File: src/rtl/uart_loader.sv
// Boot loader fed by the UART receiver: parses SYNC/LEN/data/CSUM frames, streams 16-bit
// words into program memory, and releases the CPU only after a frame's checksum matches.
module uart_loader #(
  parameter int          ADDR_W      = 12,
  parameter logic [7:0]  SYNC_BYTE   = 8'hA5,
  parameter int          TIMEOUT_CYC = 100000
) (
  input  logic              clk_i,
  input  logic              rst_i,
  input  logic              rx_valid_i,
  input  logic [7:0]        rx_data_i,
  output logic              mem_we_o,
  output logic [ADDR_W-1:0] mem_addr_o,
  output logic [15:0]       mem_wdata_o,
  output logic              cpu_run_o,
  output logic              done_o,
  output logic              err_o,
  output logic [8:0]        words_loaded_o,
  output logic [2:0]        state_dbg_o
);

  localparam int              TMR_W   = $clog2(TIMEOUT_CYC + 1);
  localparam logic [TMR_W-1:0] TMR_MAX = TMR_W'(TIMEOUT_CYC);

  typedef enum logic [2:0] {
    S_IDLE = 3'd0,
    S_LEN  = 3'd1,
    S_HI   = 3'd2,
    S_LO   = 3'd3,
    S_CSUM = 3'd4
  } state_e;

  state_e            state_q, state_d;
  logic [8:0]        n_q, n_d;
  logic [8:0]        words_q, words_d;
  logic [ADDR_W-1:0] addr_q, addr_d;
  logic [7:0]        csum_q, csum_d;
  logic [15:0]       wdata_q, wdata_d;
  logic [TMR_W-1:0]  timer_q, timer_d;
  logic              we_q, we_d;
  logic              done_q, done_d;
  logic              err_q, err_d;
  logic              run_q, run_d;
  logic              timeout_s;
  logic              byte_s;

  // State and datapath registers
  always_ff @(posedge clk_i) begin
    if (rst_i) begin
      state_q <= S_IDLE;
      n_q     <= 9'd0;
      words_q <= 9'd0;
      addr_q  <= '0;
      csum_q  <= 8'd0;
      wdata_q <= 16'd0;
      timer_q <= '0;
      we_q    <= 1'b0;
      done_q  <= 1'b0;
      err_q   <= 1'b0;
      run_q   <= 1'b0;
    end else begin
      state_q <= state_d;
      n_q     <= n_d;
      words_q <= words_d;
      addr_q  <= addr_d;
      csum_q  <= csum_d;
      wdata_q <= wdata_d;
      timer_q <= timer_d;
      we_q    <= we_d;
      done_q  <= done_d;
      err_q   <= err_d;
      run_q   <= run_d;
    end
  end

  // Next-state, timeout and frame parsing; a timeout swallows a coincident byte
  always_comb begin
    state_d   = state_q;
    n_d       = n_q;
    words_d   = words_q;
    addr_d    = addr_q;
    csum_d    = csum_q;
    wdata_d   = wdata_q;
    timer_d   = timer_q;
    we_d      = 1'b0;
    done_d    = 1'b0;
    err_d     = 1'b0;
    run_d     = run_q;
    timeout_s = (state_q != S_IDLE) && (timer_q == TMR_MAX);
    byte_s    = rx_valid_i && !timeout_s;

    // Address/count advance once the write strobe has been presented
    if (we_q) begin
      addr_d  = addr_q + ADDR_W'(1);
      words_d = words_q + 9'd1;
    end else begin
      addr_d  = addr_q;
      words_d = words_q;
    end

    if (state_q == S_IDLE) begin
      timer_d = '0;
    end else if (timeout_s) begin
      timer_d = '0;
      err_d   = 1'b1;
      state_d = S_IDLE;
    end else if (rx_valid_i) begin
      timer_d = '0;
    end else begin
      timer_d = timer_q + TMR_W'(1);
    end

    case (state_q)
      S_IDLE: begin
        if (byte_s && (rx_data_i == SYNC_BYTE)) begin
          state_d = S_LEN;
          run_d   = 1'b0;
          words_d = 9'd0;
        end else begin
          state_d = S_IDLE;
        end
      end
      S_LEN: begin
        if (byte_s) begin
          n_d     = (rx_data_i == 8'd0) ? 9'd256 : {1'b0, rx_data_i};
          addr_d  = '0;
          csum_d  = 8'd0;
          state_d = S_HI;
        end else begin
          n_d = n_q;
        end
      end
      S_HI: begin
        if (byte_s) begin
          wdata_d[15:8] = rx_data_i;
          csum_d        = csum_q ^ rx_data_i;
          state_d       = S_LO;
        end else begin
          csum_d = csum_q;
        end
      end
      S_LO: begin
        if (byte_s) begin
          wdata_d[7:0] = rx_data_i;
          csum_d       = csum_q ^ rx_data_i;
          we_d         = 1'b1;
          state_d      = ((words_q + 9'd1) == n_q) ? S_CSUM : S_HI;
        end else begin
          csum_d = csum_q;
        end
      end
      S_CSUM: begin
        if (byte_s) begin
          if (rx_data_i == csum_q) begin
            done_d = 1'b1;
            run_d  = 1'b1;
          end else begin
            err_d = 1'b1;
          end
          state_d = S_IDLE;
        end else begin
          csum_d = csum_q;
        end
      end
      default: begin
        state_d = S_IDLE;
      end
    endcase
  end

  assign mem_we_o       = we_q;
  assign mem_addr_o     = addr_q;
  assign mem_wdata_o    = wdata_q;
  assign cpu_run_o      = run_q;
  assign done_o         = done_q;
  assign err_o          = err_q;
  assign words_loaded_o = words_q;
  assign state_dbg_o    = state_q;

endmodule
File: config.mk
export PLATFORM = sky130hd
export DESIGN_NAME = uart_loader
export DESIGN_NICKNAME = d
export VERILOG_FILES = /design/src/rtl/uart_loader.sv
export SDC_FILE = /design/constraint.sdc
export NUM_CORES = 1
export LEC_CHECK = 0
export ABC_AREA = 1
export ABC_CLOCK_PERIOD_IN_PS = 3650
export BUFFER_PORTS_ARGS = -buffer_cell sky130_fd_sc_hd__buf_4
export CAP_MARGIN = 20
export CORE_MARGIN = 2
export CORE_UTILIZATION = 36
export DETAILED_ROUTE_END_ITERATION = 10
export PLACE_DENSITY = 0.64
export SKIP_LAST_GASP = 1
export SLEW_MARGIN = 25
export SYNTH_ARGS = -nofsm -noshare
export SYNTH_HDL_FRONTEND = slang
export SYNTH_SLANG_ARGS = --single-unit
export TNS_END_PERCENT = 100
File: constraint.sdc
create_clock -name clk_i -period 3.65 [get_ports clk_i]
set_input_delay 0.73 -clock clk_i [delete_from_list [all_inputs] [get_ports clk_i]]
set_output_delay 0.73 -clock clk_i [all_outputs]
set_load 0.1 [all_outputs]
; Word-level counts from Yosys, hierarchy flattened
; Index checks and enable logic that the tools add are counted.
[classes]
bitwise = 4
n_eq_ne = 13
add_sub_neg = 3
mux = 29
n_reduce_logical = 18
[op_table]
columns = op, n
row1 = $mux W12, 3
row2 = $mux W9, 4
row3 = $mux W3, 6
row4 = $add A17 B1 Y17 const B, 1
row5 = $eq A17 B17 Y1 const B, 1
row6 = $mux W8, 2
row7 = $pmux W8 S2, 1
row8 = $pmux W3 S5, 1
row9 = $add A12 B1 Y12 const B, 1
row10 = $mux W1, 11
row11 = $add A9 B1 Y9 const B, 1
row12 = $eq A9 B9 Y1, 1
row13 = $eq A8 B8 Y1, 1
row14 = $eq A8 B8 Y1 const B, 1
row15 = $logic_not A8 Y1, 1
row16 = $xor A8 B8 Y8, 1
row17 = $eq A3 B2 Y1 const B, 2
row18 = $ne A2 B2 Y1 const B, 3
row19 = $reduce_and A2 Y1, 3
row20 = $ne A2 B1 Y1 const B, 2
row21 = $reduce_and A4 Y1, 1
row22 = $reduce_bool A2 Y1, 2
row23 = $reduce_or A2 Y1, 2
row24 = $reduce_or A4 Y1, 1
row25 = 10 further kinds, 14
[totals]
output_inout_bits = 44
register_bits = 78

; Logic depth before layout (Yosys ltp)
; Gate-level depths: netlist (run 1).
[logic_depth]
depth_word = 7
mapped_depth = 13

; Worst setup path before layout (run 1)
; Ideal clock, no wire load.
[synth_path]
path_type = reg2reg
startpoint = reg words_q[0] (netlist: words_loaded_o[0])
endpoint = reg state_q[1] (netlist: state_dbg_o[1])
path_buffers = 0
t_arrival_ns = 2.260
required_ns = 3.525
setup_slack_ns = 1.265
path_stages_with_launch = 11
synth_period_minus_slack_ns = 2.385
cell_sequence = dfxtp_1 > ha_1 > nand2_1 > nor2_1 > nand3_1 > nand3_1 > nand3_1 > nor2_1 > nand3_1 > nand2_1 > a21oi_1
[synth_via]
elab_chain_cells = 5
[synth_lines]
columns = element, line_no
row1 = from (decl), 35  ; logic [8:0] words_q, words_d;
row2 = from (signal assigned), 64  ; words_q <= words_d;
row3 = $add A9 B1 Y9, 147  ; state_d = ((words_q + 9'd1) == n_q) ? S_CSUM : S_HI;
row4 = $eq A9 B9 Y1, 147
row5 = $mux W3, 147
row6 = $mux W3, 143  ; if (byte_s) begin
row7 = $pmux W3 S5, 113  ; case (state_q)
row8 = to (signal assigned), 62  ; state_q <= state_d;
row9 = to (decl), 33  ; state_e state_q, state_d;
; Every way passes these cells.
; A chain may end at the register's enable or synchronous reset.

; Final worst setup path (run 1)
[layout_path]
startpoint = reg we_q (netlist: mem_we_o)
endpoint = out mem_we_o
[layout_lines]
columns = element, line_no
row1 = from (decl), 40  ; logic we_q, we_d;
row2 = from (signal assigned), 69  ; we_q <= we_d;
row3 = to (decl), 12  ; output logic mem_we_o,
; No word-level cell between the ends.

==> results by group, run 1 <==
Outcome
  – Status: complete, no violations

Placement
  – Cells after DPL: 706
  – Setup WS pre-CTS: about 1.6 ns
  – Port bufs: 54
  – DPL Wire Length: 6.27 mm
  – Routability-driven placement congestion ratio: 0.902

Critical path
  – WP buf/inv: 1
  – FF-to-FF setup slack: 1.68 ns
  – Worst path top cell family by delay: flip-flops
  – Critical Path Start Type: flop
  – Worst-path fanout max: 22
  – Setup CP Type: reg -> out
  – Crit. path cell count: 1
  – Worst Path Arrival: 1.59 ns
  – R2R Path Start: timer_q[0]
  – Worst EP required: between 2 and 3 ns
  – R2R cell count: 9
  – Worst R2R End: state_dbg_o[0]
  – Cell breakdown of the critical path: buf_4
  – Slowest stage delay, CP: 0.82 ns
  – Worst path slowest cell: dfxtp_1
  – Nature of the critical path endpoint: primary output

Timing
  – Period minus WS final: 2.32 ns
  – Worst Setup Slack, final: 1.33 ns
  – Setup TNS: 0 ns
  – Peak Freq: ~430 MHz
  – RSZ-0062 raised after global routing: no
  – Final Hold Violating Endpoints: 0
  – Final worst path period share: 63.7%
  – Clock Skews: approximately 0.010 ns
  – Max-slew violation count: 0
  – Max-slew headroom: 43.0%
  – Slew @ Worst Pin: 0.853 ns
  – Setup Viol. Count Final: 0

Hold path
  – Hold Crit Start: mem_wdata_o[0]
  – Hold Crit Class: reg -> reg
  – Worst Hold End: mem_wdata_o[0]
  – WHS Path Cells: 2

Yosys
  – Most common library cells after synthesis: 111 x nand2_1, 78 x dfxtp_1, 70 x nor2_1
  – Ys flop type: dfxtp_1
  – Mean post-synth cell area: just over 7 sq um
  – Synth warnings: 0
  – Synth cell types: 37
  – Cells after synthesis: 531
  – Most common cell in the synthesized netlist: nand2_1
  – Syn Nets: ~550
  – Post-synth top area share: 40.9%
  – Number of synthesized flops with an enable pin: 0
  – Post-synthesis sequential area ratio: between 40 and 50%
  – Largest cells by area after synthesis: dfxtp_1 41%, nand2_1 11%, nor2_1 6.9%
  – Synth Register Bits: 78
  – Synth Cell Area: about 3800 sq um
  – Cell taking the most area after synthesis: dfxtp_1
  – FFs w/ async S/R, synth: 0%

Power and ir drop
  – Switch Pwr: 347 uW
  – Pint: 1.17 mW
  – Logic pwr share: 3.3%
  – Seq pwr share: 56.1%
  – Max VDD drop: 0.192 mV
  – Clock Power Share: around two fifths
  – Leakage power: ~1.9 nW
  – Switching share of power: between 20% and 30%
  – Tot Pwr: 1.52 mW
  – Pwr dens: 338 nW/um^2

Detailed routing
  – 1st-iter DRT viols: 129
  – Vias/cell: ~4.8
  – DRC: 0
  – Antenna Nets Post-Route: 0
  – Wirelength per Cell: 11.6 um
  – DRT Pass-1 Iters: 4
  – Drt total wl: 8.38 mm
  – Via count: 3456

Floorplan
  – Total die area: between 10000 and 15000 sq um
  – Starting density of the core: 36.9%
  – Floorplan Core Area: 10300 sq um
  – FP Rows: 37
  – Die span in x: 107 um
  – Die height: between 100 and 150 um
  – Ports: 55

Finish
  – Area Growth Syn to Fin: 17.7%
  – Share of cells above drive strength 1: 15.4%
  – NumNets Final: 596
  – Fin cells: 722
  – Diodes inserted: 0

Clocking
  – Cts hold-fix bufs: 0
  – TritonCTS buffer count: 9
  – H-tree depth: 3
  – Clk root buf: clkbuf_8
  – Longest Clk Path Bufs: 2
  – Later-pin clock latency in the skew report: between 0.3 and 0.4 ns
  – Clock sink total: 78
  – Post-CTS Setup Repair Bufs: 0
  – CTS tree: built
  – # resized after CTS: 0
  – Reg clk slew, reported paths: approximately 0.08 ns

GRT
  – Antenna violations before repair: 0
  – Vias in the first global route: 3144
  – All-Layer GR Usage: 15.1%
  – First-pass GRT wire length: 13.9 mm
  – Largest net degree at the start of global routing: 30
  – Global route total overflow: 0

Job
  – Max Cap Viol: 0
-- per-layer routing --
layer	wire [um]	vias to the layer above	global-route usage (%)
met3	320	11	4.19
met1	3890	1564	18.0
met4	103	0	4.45
li1	-	1823	-
met5	0	-	0
met2	4060	58	26.5
-- how the worst max path moves through the flow --
stage                                 to  slack [ns]         startpoint
after detailed placement   mem_addr_o[4]        1.57              rst_i
after global routing            mem_we_o        1.22           mem_we_o
after global placement     mem_addr_o[4]        1.56              rst_i
after floorplan           state_dbg_o[1]        1.27  words_loaded_o[0]
after CTS                       mem_we_o        1.31           mem_we_o
final                           mem_we_o        1.33           mem_we_o
-- cell families after synthesis --
kind of cell | Yosys count | synth area share [%]
AND/OR/NAND/NOR | 277 | 33.9
buffers and inverters | 85 | 9.42
flip-flops | 78 | 40.9
AO/OA/AOI/OAI | 68 | 10.0
XOR/XNOR | 19 | 4.36
adder cells (fa/ha/maj) | 4 | 1.31
-- placed cells by master, fill, tap and decap left out, types with 2 or more instances in the layout --
cell type	count
a21oi_1	42
buf_4	54
clkbuf_8	12
clkinvlp_4	2
dfxtp_1	78
ha_1	4
inv_1	68
nand2_1	111
nand2_4	5
nand3_1	50
nand3_2	2
nand4_1	9
nor2_1	70
nor2_2	5
nor3_1	8
nor3_2	2
nor3b_1	6
nor4_1	2
o2111ai_1	8
o21ai_0	12
o21bai_1	2
xnor2_1	9
xor2_1	10
-- registers in the layout, summed over array words and instances (netlist names) --
name / cells
n_q: 9
cpu_run_o: 1
mem_addr_o: 12
state_dbg_o: 3
csum_q: 8
err_o: 1
mem_we_o: 1
mem_wdata_o: 16
words_loaded_o: 9
timer_q: 17
done_o: 1
-- stage by stage --
step | instance area, sq um | util [%] | hold slack [ns]
after floorplan | 3810 | - | 0.430
after global placement | 4300 | 41.6 | 0.445
after detailed placement | 4300 | 41.6 | 0.458
after CTS | 4490 | 43.5 | 0.470
after global routing | 4490 | 43.5 | 0.490
final | 4490 | 43.5 | 0.466
-- cell type report --
class | instances | area [sq um]
inverter | 70 | 265
fill | 1093 | 5830
multi-input combinational | 368 | 1890
clock buffer | 12 | 165
sequential | 78 | 1560
timing repair buffer | 54 | 405
tap | 136 | 170
clock inverter | 4 | 28.8
-- power groups by stage --
stage               registers (mW)  logic [mW]  clock network [mW]
global placement             0.871      0.0499                   0
floorplan                    0.871      0.0284                   0
detailed placement           0.871      0.0500                   0
CTS                          0.850      0.0502               0.638
finish                       0.850      0.0499               0.617
global route                 0.851      0.0543               0.672
No activity file was read; power rests on OpenSTA's default activity.
==> run 2: changes to the inputs <==
ABC_AREA = 0   (was 1)
ABC_CLOCK_PERIOD_IN_PS = 2100   (was 3650)
PLACE_DENSITY = 0.67   (was 0.64)
clock period = 2.1 ns   (was 3.65 ns; I/O delays follow)
==> run 2 against run 1 <==
Area after synthesis down 5.4%; clock skew about the same; die area down 5.2%; worst hold slack worse by 0.13 ns; combinational power up 59%; sequential cell count unchanged; setup slack worse by 1.2 ns; sequential share of layout area up 1.2 points; sequential power up 74%; final area down 2.3%.
==> results by group, run 2 <==
Placement
  – Routability-driven placement congestion ratio: 0.806
  – Setup WS pre-CTS: 0.0757 ns
  – DPL Wire Length: 5.81 mm
  – Port bufs: 54

Timing
  – Setup Viol. Count Final: 0
  – Slew @ Worst Pin: 0.509 ns
  – Worst Setup Slack, final: 0.0952 ns
  – Max-slew headroom: 65.8%
  – Clock Skews: 0.0104 ns
  – RSZ-0062 raised after global routing: no
  – Period minus WS final: around 2 ns
  – Final worst path period share: a little over nine tenths
  – Final Hold Violating Endpoints: 0
  – Peak Freq: about 500 MHz
  – Setup TNS: 0 ns
  – Max-slew violation count: 0

Hold path
  – Hold Crit Class: in -> reg

GRT
  – First-pass GRT wire length: 13.7 mm
  – Largest net degree at the start of global routing: 44
  – Antenna violations before repair: 0
  – Vias in the first global route: 2920
  – All-Layer GR Usage: ~15%
  – Global route total overflow: 0

Floorplan
  – Floorplan Core Area: slightly below 10000 sq um
  – Die span in x: 104 um
  – FP Rows: 36
  – Ports: 55
  – Die height: 104 um
  – Total die area: 10800 sq um
  – Starting density of the core: between 30% and 40%

Critical path
  – Setup CP Type: reg -> reg
  – Nature of the critical path endpoint: flop
  – Worst EP required: 2.35 ns
  – Worst Path Arrival: 2.25 ns
  – Critical Path Start Type: flop
  – Worst-path fanout max: 5

Finish
  – Diodes inserted: 0
  – Commonest non-fill, non-tap cell in the layout: nor2_1
  – Fillers: 1007
  – Commonest cells after routing, fill and taps aside: 82 x nor2_1, 68 x dfxtp_1, 63 x buf_4
  – Area Growth Syn to Fin: 21.6%
  – Biggest register: timer_q
  – Max FFs per register: 17
  – Share of cells above drive strength 1: 22.5%
  – NumNets Final: 482

Clocking
  – Later-pin clock latency in the skew report: 0.35 ns
  – Clk root buf: clkbuf_8
  – Cts hold-fix bufs: 0
  – TritonCTS buffer count: 9
  – CTS tree: built
  – Longest Clk Path Bufs: 2
  – Reg clk slew, reported paths: around 0.080 ns
  – H-tree depth: 3
  – Clock sink total: 78

Yosys
  – Cell taking the most area after synthesis: dfxtp_1
  – Mean post-synth cell area: about 8.8 sq um
  – Most common cell in the synthesized netlist: nor2_1
  – Largest cells by area after synthesis: dfxtp_1 43%, nor2_1 8.5%, xor2_1 6.8%
  – Cells after synthesis: 410
  – Ys flop type: dfxtp_1
  – Synth Register Bits: 78
  – Syn Nets: 425
  – Synth Cell Area: 3610 sq um
  – Most common library cells after synthesis: 82 x nor2_1, 78 x dfxtp_1, 28 x xor2_1
  – Synth cell types: 52
  – Post-synthesis sequential area ratio: 43.3%
  – Post-synth top area share: 43.3%
  – FFs w/ async S/R, synth: 0%
  – Synth warnings: 0
  – Number of synthesized flops with an enable pin: 0

Power and ir drop
  – Clock Power Share: approximately 43%
  – Pwr dens: 620 nW/um^2
  – Switch Pwr: roughly 600 uW
  – Max VDD drop: 0.349 mV
  – Switching share of power: 22.0%
  – Pint: roughly 2.1 mW
  – Leakage power: 1.83 nW
  – Logic pwr share: between 2 and 3%
  – Seq pwr share: between 50% and 60%

Detailed routing
  – Drt total wl: around 8.0 mm
  – Wirelength per Cell: 13.1 um
  – Antenna Nets Post-Route: 0
  – 1st-iter DRT viols: 147
  – DRC: 0
  – DRT Pass-1 Iters: 4
  – Vias/cell: 4.91
  – Via count: 2973

Job
  – Max Cap Viol: 0

Outcome
  – Status: complete, no violations
[run 2: cell count changes in the layout (fill, tap and decap cells not counted), sizes merged, moves of 15 or more]
cell,before,now
nand2,117,27
xor2,10,28
and3,0,15
nand3,52,14
a21oi,42,18
inv,70,19
mux2i,0,18
[run 2: worst paths after layout]
check,depth (start not counted),startpoint,endpoint,slack [ns]
hold reg to reg,2,cpu_run_o,cpu_run_o,0.48
setup / recovery,6,words_loaded_o[0],state_dbg_o[2],0.1
hold / removal,3,rx_data_i[1],mem_wdata_o[1],0.34
setup reg to reg,6,words_loaded_o[0],state_dbg_o[2],0.1
[run 2: routing by layer]
metal	up-vias	track usage (%)	part of all wire, %
met5	-	0	0
met4	0	5.21	1.2
met3	10	3.63	3.7
met2	50	26.0	50
met1	1410	19.0	45
li1	1503	-	-
[run 2: cell type report]
cell class                 count  area (sq um)  share of cell area [%]
clock inverter                 5          56.3                    1.28
clock buffer                  11           153                    3.48
inverter                      19          71.3                    1.63
sequential                    78          1580                    36.0
timing repair buffer          64           493                    11.2
multi-input combinational    295          1870                    42.6
tap                          133           166                    3.79
[run 2: per-stage QoR]
step	util, %	power, mW	cell area [sq um]	hold slack, ns	instances
after floorplan	-	1.55	3630	0.441	410
after global placement	42.8	1.59	4160	0.466	588
after detailed placement	42.8	1.59	4160	0.470	588
after CTS	44.9	2.76	4370	0.328	604
after global routing	45.1	2.84	4390	0.335	605
final	45.1	2.72	4390	0.340	605
[run 2: logic make-up after synthesis]
group,Yosys count,share of synthesized area (%)
compound gates,43,8.01
fa+ha+maj,4,1.39
mux,19,5.31
flops,78,43.3
buf+inv,37,5.13
simple gates,184,26.0
xor+xnor,45,10.9
[run 2: critical path, cell delays in order (launching register included)]
cell and delay (ns):
dfxtp_4 0.37, ha_1 0.32, xnor2_1 0.18, and3_2 0.19
o2111ai_1 0.12, or4_4 0.51, o41ai_2 0.20
[run 2: timing repair]
item                       CTS  global route
setup endpoints to repair    0            24
setup buffers                0             1
resized for setup            0             2
[run 2: power groups by stage]
stage / Clock [mW] / Sequential (mW) / Combinational [mW]
CTS: 1.20 / 1.48 / 0.0803
global placement: 0 / 1.51 / 0.0787
global route: 1.27 / 1.48 / 0.0881
finish: 1.16 / 1.48 / 0.0795
detailed placement: 0 / 1.51 / 0.0801
floorplan: 0 / 1.51 / 0.0424
==> run 3: changes to the inputs <==
ABC_CLOCK_PERIOD_IN_PS = 1800   (was 2100)
clock period = 1.8 ns   (was 2.1 ns; I/O delays follow)
==> run 3 against run 2 <==
The flow now finishes with violations (negative setup slack); total power is 14% higher; final cell count up 3.0%; global-route usage rose by 0.079 points; first-iteration DRC count shrank 16%; non-clock buffer count is 18 higher; clock power up 11%; sequential share of layout area down 1.3 points.
==> results by group, run 3 (synthesis results as in run 2) <==
Critical path
  – Critical Path Start Type: flop
  – R2R Path Start: words_loaded_o[0]
  – Worst Path Arrival: 2.10 ns
  – Worst EP required: 2.04 ns
  – Worst R2R End: state_dbg_o[2]
  – R2R cell count: 6
  – FF-to-FF setup slack: -0.05 ns
  – Nature of the critical path endpoint: flop
  – Worst-path fanout max: 4
  – Setup CP Type: reg -> reg

Floorplan
  – Die height: 104 um
  – FP Rows: 36
  – Die span in x: 104 um
  – Starting density of the core: 37.1%
  – Total die area: 10800 sq um
  – Ports: 55
  – Floorplan Core Area: roughly 10000 sq um

Finish
  – Commonest non-fill, non-tap cell in the layout: nor2_1
  – Share of cells above drive strength 1: roughly 29%
  – Final Core Density: 47.5%
  – Diodes inserted: 0
  – Commonest cells after routing, fill and taps aside: 82 x nor2_1, 79 x buf_4, 56 x dfxtp_1
  – NumNets Final: 500
  – Fin cells: 623
  – Post-route cell area: 4620 sq um
  – Biggest register: timer_q
  – Max FFs per register: 17
  – Area Growth Syn to Fin: 28.1%

Timing
  – Hold_ws: 0.282 ns
  – RSZ-0062 raised after global routing: yes
  – Setup TNS: -0.0822 ns
  – Slew @ Worst Pin: 0.461 ns
  – Max-slew violation count: 0
  – Max-slew headroom: 69.0%
  – Final worst path period share: 103%
  – Worst Setup Slack, final: -0.0531 ns
  – Peak Freq: roughly 540 MHz
  – Clock Skews: 0.0130 ns
  – Period minus WS final: 1.85 ns
  – Final Hold Violating Endpoints: 0
  – Setup Viol. Count Final: 2

Detailed routing
  – Routed met2 length: 4.05 mm
  – Vias/cell: ~4.9
  – DRT Pass-1 Iters: 4
  – Drt total wl: 8.16 mm
  – Wirelength per Cell: 13.1 um
  – Via count: around 3000
  – Antenna Nets Post-Route: 0
  – DRC: 0
  – DR top layer: met4
  – Met1 Wirelength: roughly 3.6 mm
  – 1st-iter DRT viols: between 100 and 150
  – Met3 WL post-DR: ~350 um

Hold path
  – Worst Hold End: mem_wdata_o[9]
  – WHS Path Cells: 3
  – Hold Crit Start: rx_data_i[1]
  – Hold Crit Class: in -> reg

Clocking
  – Cts hold-fix bufs: 0
  – H-tree depth: 3
  – Longest Clk Path Bufs: 2
  – TritonCTS buffer count: 9
  – CTS tree: built
  – Clk root buf: clkbuf_8
  – Post-CTS Setup Repair Bufs: 0
  – Clock sink total: just under 80
  – Reg clk slew, reported paths: 0.09 ns
  – Later-pin clock latency in the skew report: about 0.35 ns

Placement
  – Cells after DPL: roughly 600
  – Port bufs: 54
  – Setup WS pre-CTS: -0.0561 ns
  – Routability-driven placement congestion ratio: 0.828
  – DPL Wire Length: 5.94 mm
  – Area after DPL: 4380 sq um

Outcome
  – Status: finished with violations
  – Failing checks: negative setup slack

GRT
  – Largest net degree at the start of global routing: 44
  – All-Layer GR Usage: 15.4%
  – Global route total overflow: 0
  – Vias in the first global route: 2898
  – First-pass GRT wire length: approximately 14 mm
  – Antenna violations before repair: 0

Power and ir drop
  – Leakage power: 1.95 nW
  – Logic pwr share: 3.1%
  – Max VDD drop: 0.399 mV
  – Seq pwr share: 55.3%
  – Switching share of power: 23.1%
  – Pint: approximately 2.4 mW
  – Pwr dens: 670 nW/um^2
  – Clock Power Share: 41.6%
  – Tot Pwr: 3.10 mW
  – Switch Pwr: 716 uW

Job
  – Max Cap Viol: 0
==> run 3: routing by layer <==
metal	GRT usage [%]	up-vias
met3	4.14	14
li1	-	1534
met4	6.85	0
met1	18.2	1464
met5	0	-
met2	26.1	70
==> run 3: worst max-delay path by stage <==
stage / start / to / slack, ns / cells after the start
after global placement: words_loaded_o[0] / state_dbg_o[1] / -0.008 / 6
after detailed placement: words_loaded_o[0] / state_dbg_o[2] / -0.06 / 6
after CTS: words_loaded_o[0] / state_dbg_o[2] / -0.07 / 6
final: words_loaded_o[0] / state_dbg_o[2] / -0.05 / 6
after global routing: words_loaded_o[0] / state_dbg_o[2] / -0.13 / 6
after floorplan: words_loaded_o[0] / state_dbg_o[1] / -0.16 / 6
==> run 3: final cells by class <==
cell class                 count  area [sq um]
multi-input combinational    295          1940
sequential                    78          1600
inverter                      19          71.3
timing repair buffer          82           653
clock inverter                 6          61.3
fill                         978          5110
clock buffer                  10           128
tap                          133           166
==> run 3: repair_timing <==
action                                  4_1_cts  5_1_grt
gates resized for setup                       3        8
gates cloned                                  0        0
endpoints found under the setup margin        8       38
pin swaps                                     1        4
==> run 3: power groups by stage <==
| stage | sequential (mW) | clock (mW) | combinational (mW) |
|---|---|---|---|
| detailed placement | 1.76 | 0 | 0.0944 |
| floorplan | 1.76 | 0 | 0.0498 |
| global route | 1.72 | 1.40 | 0.105 |
| finish | 1.71 | 1.29 | 0.0957 |
| CTS | 1.71 | 1.33 | 0.0944 |
| global placement | 1.76 | 0 | 0.0932 |
==> run 3: worst max-delay path, cell delays in order, from the launching register on <==
cell and delay [ns]:
dfxtp_4 0.36, ha_4 0.28, xnor2_2 0.10, and3_4 0.18
o2111ai_1 0.11, or4_4 0.51, o41ai_4 0.20
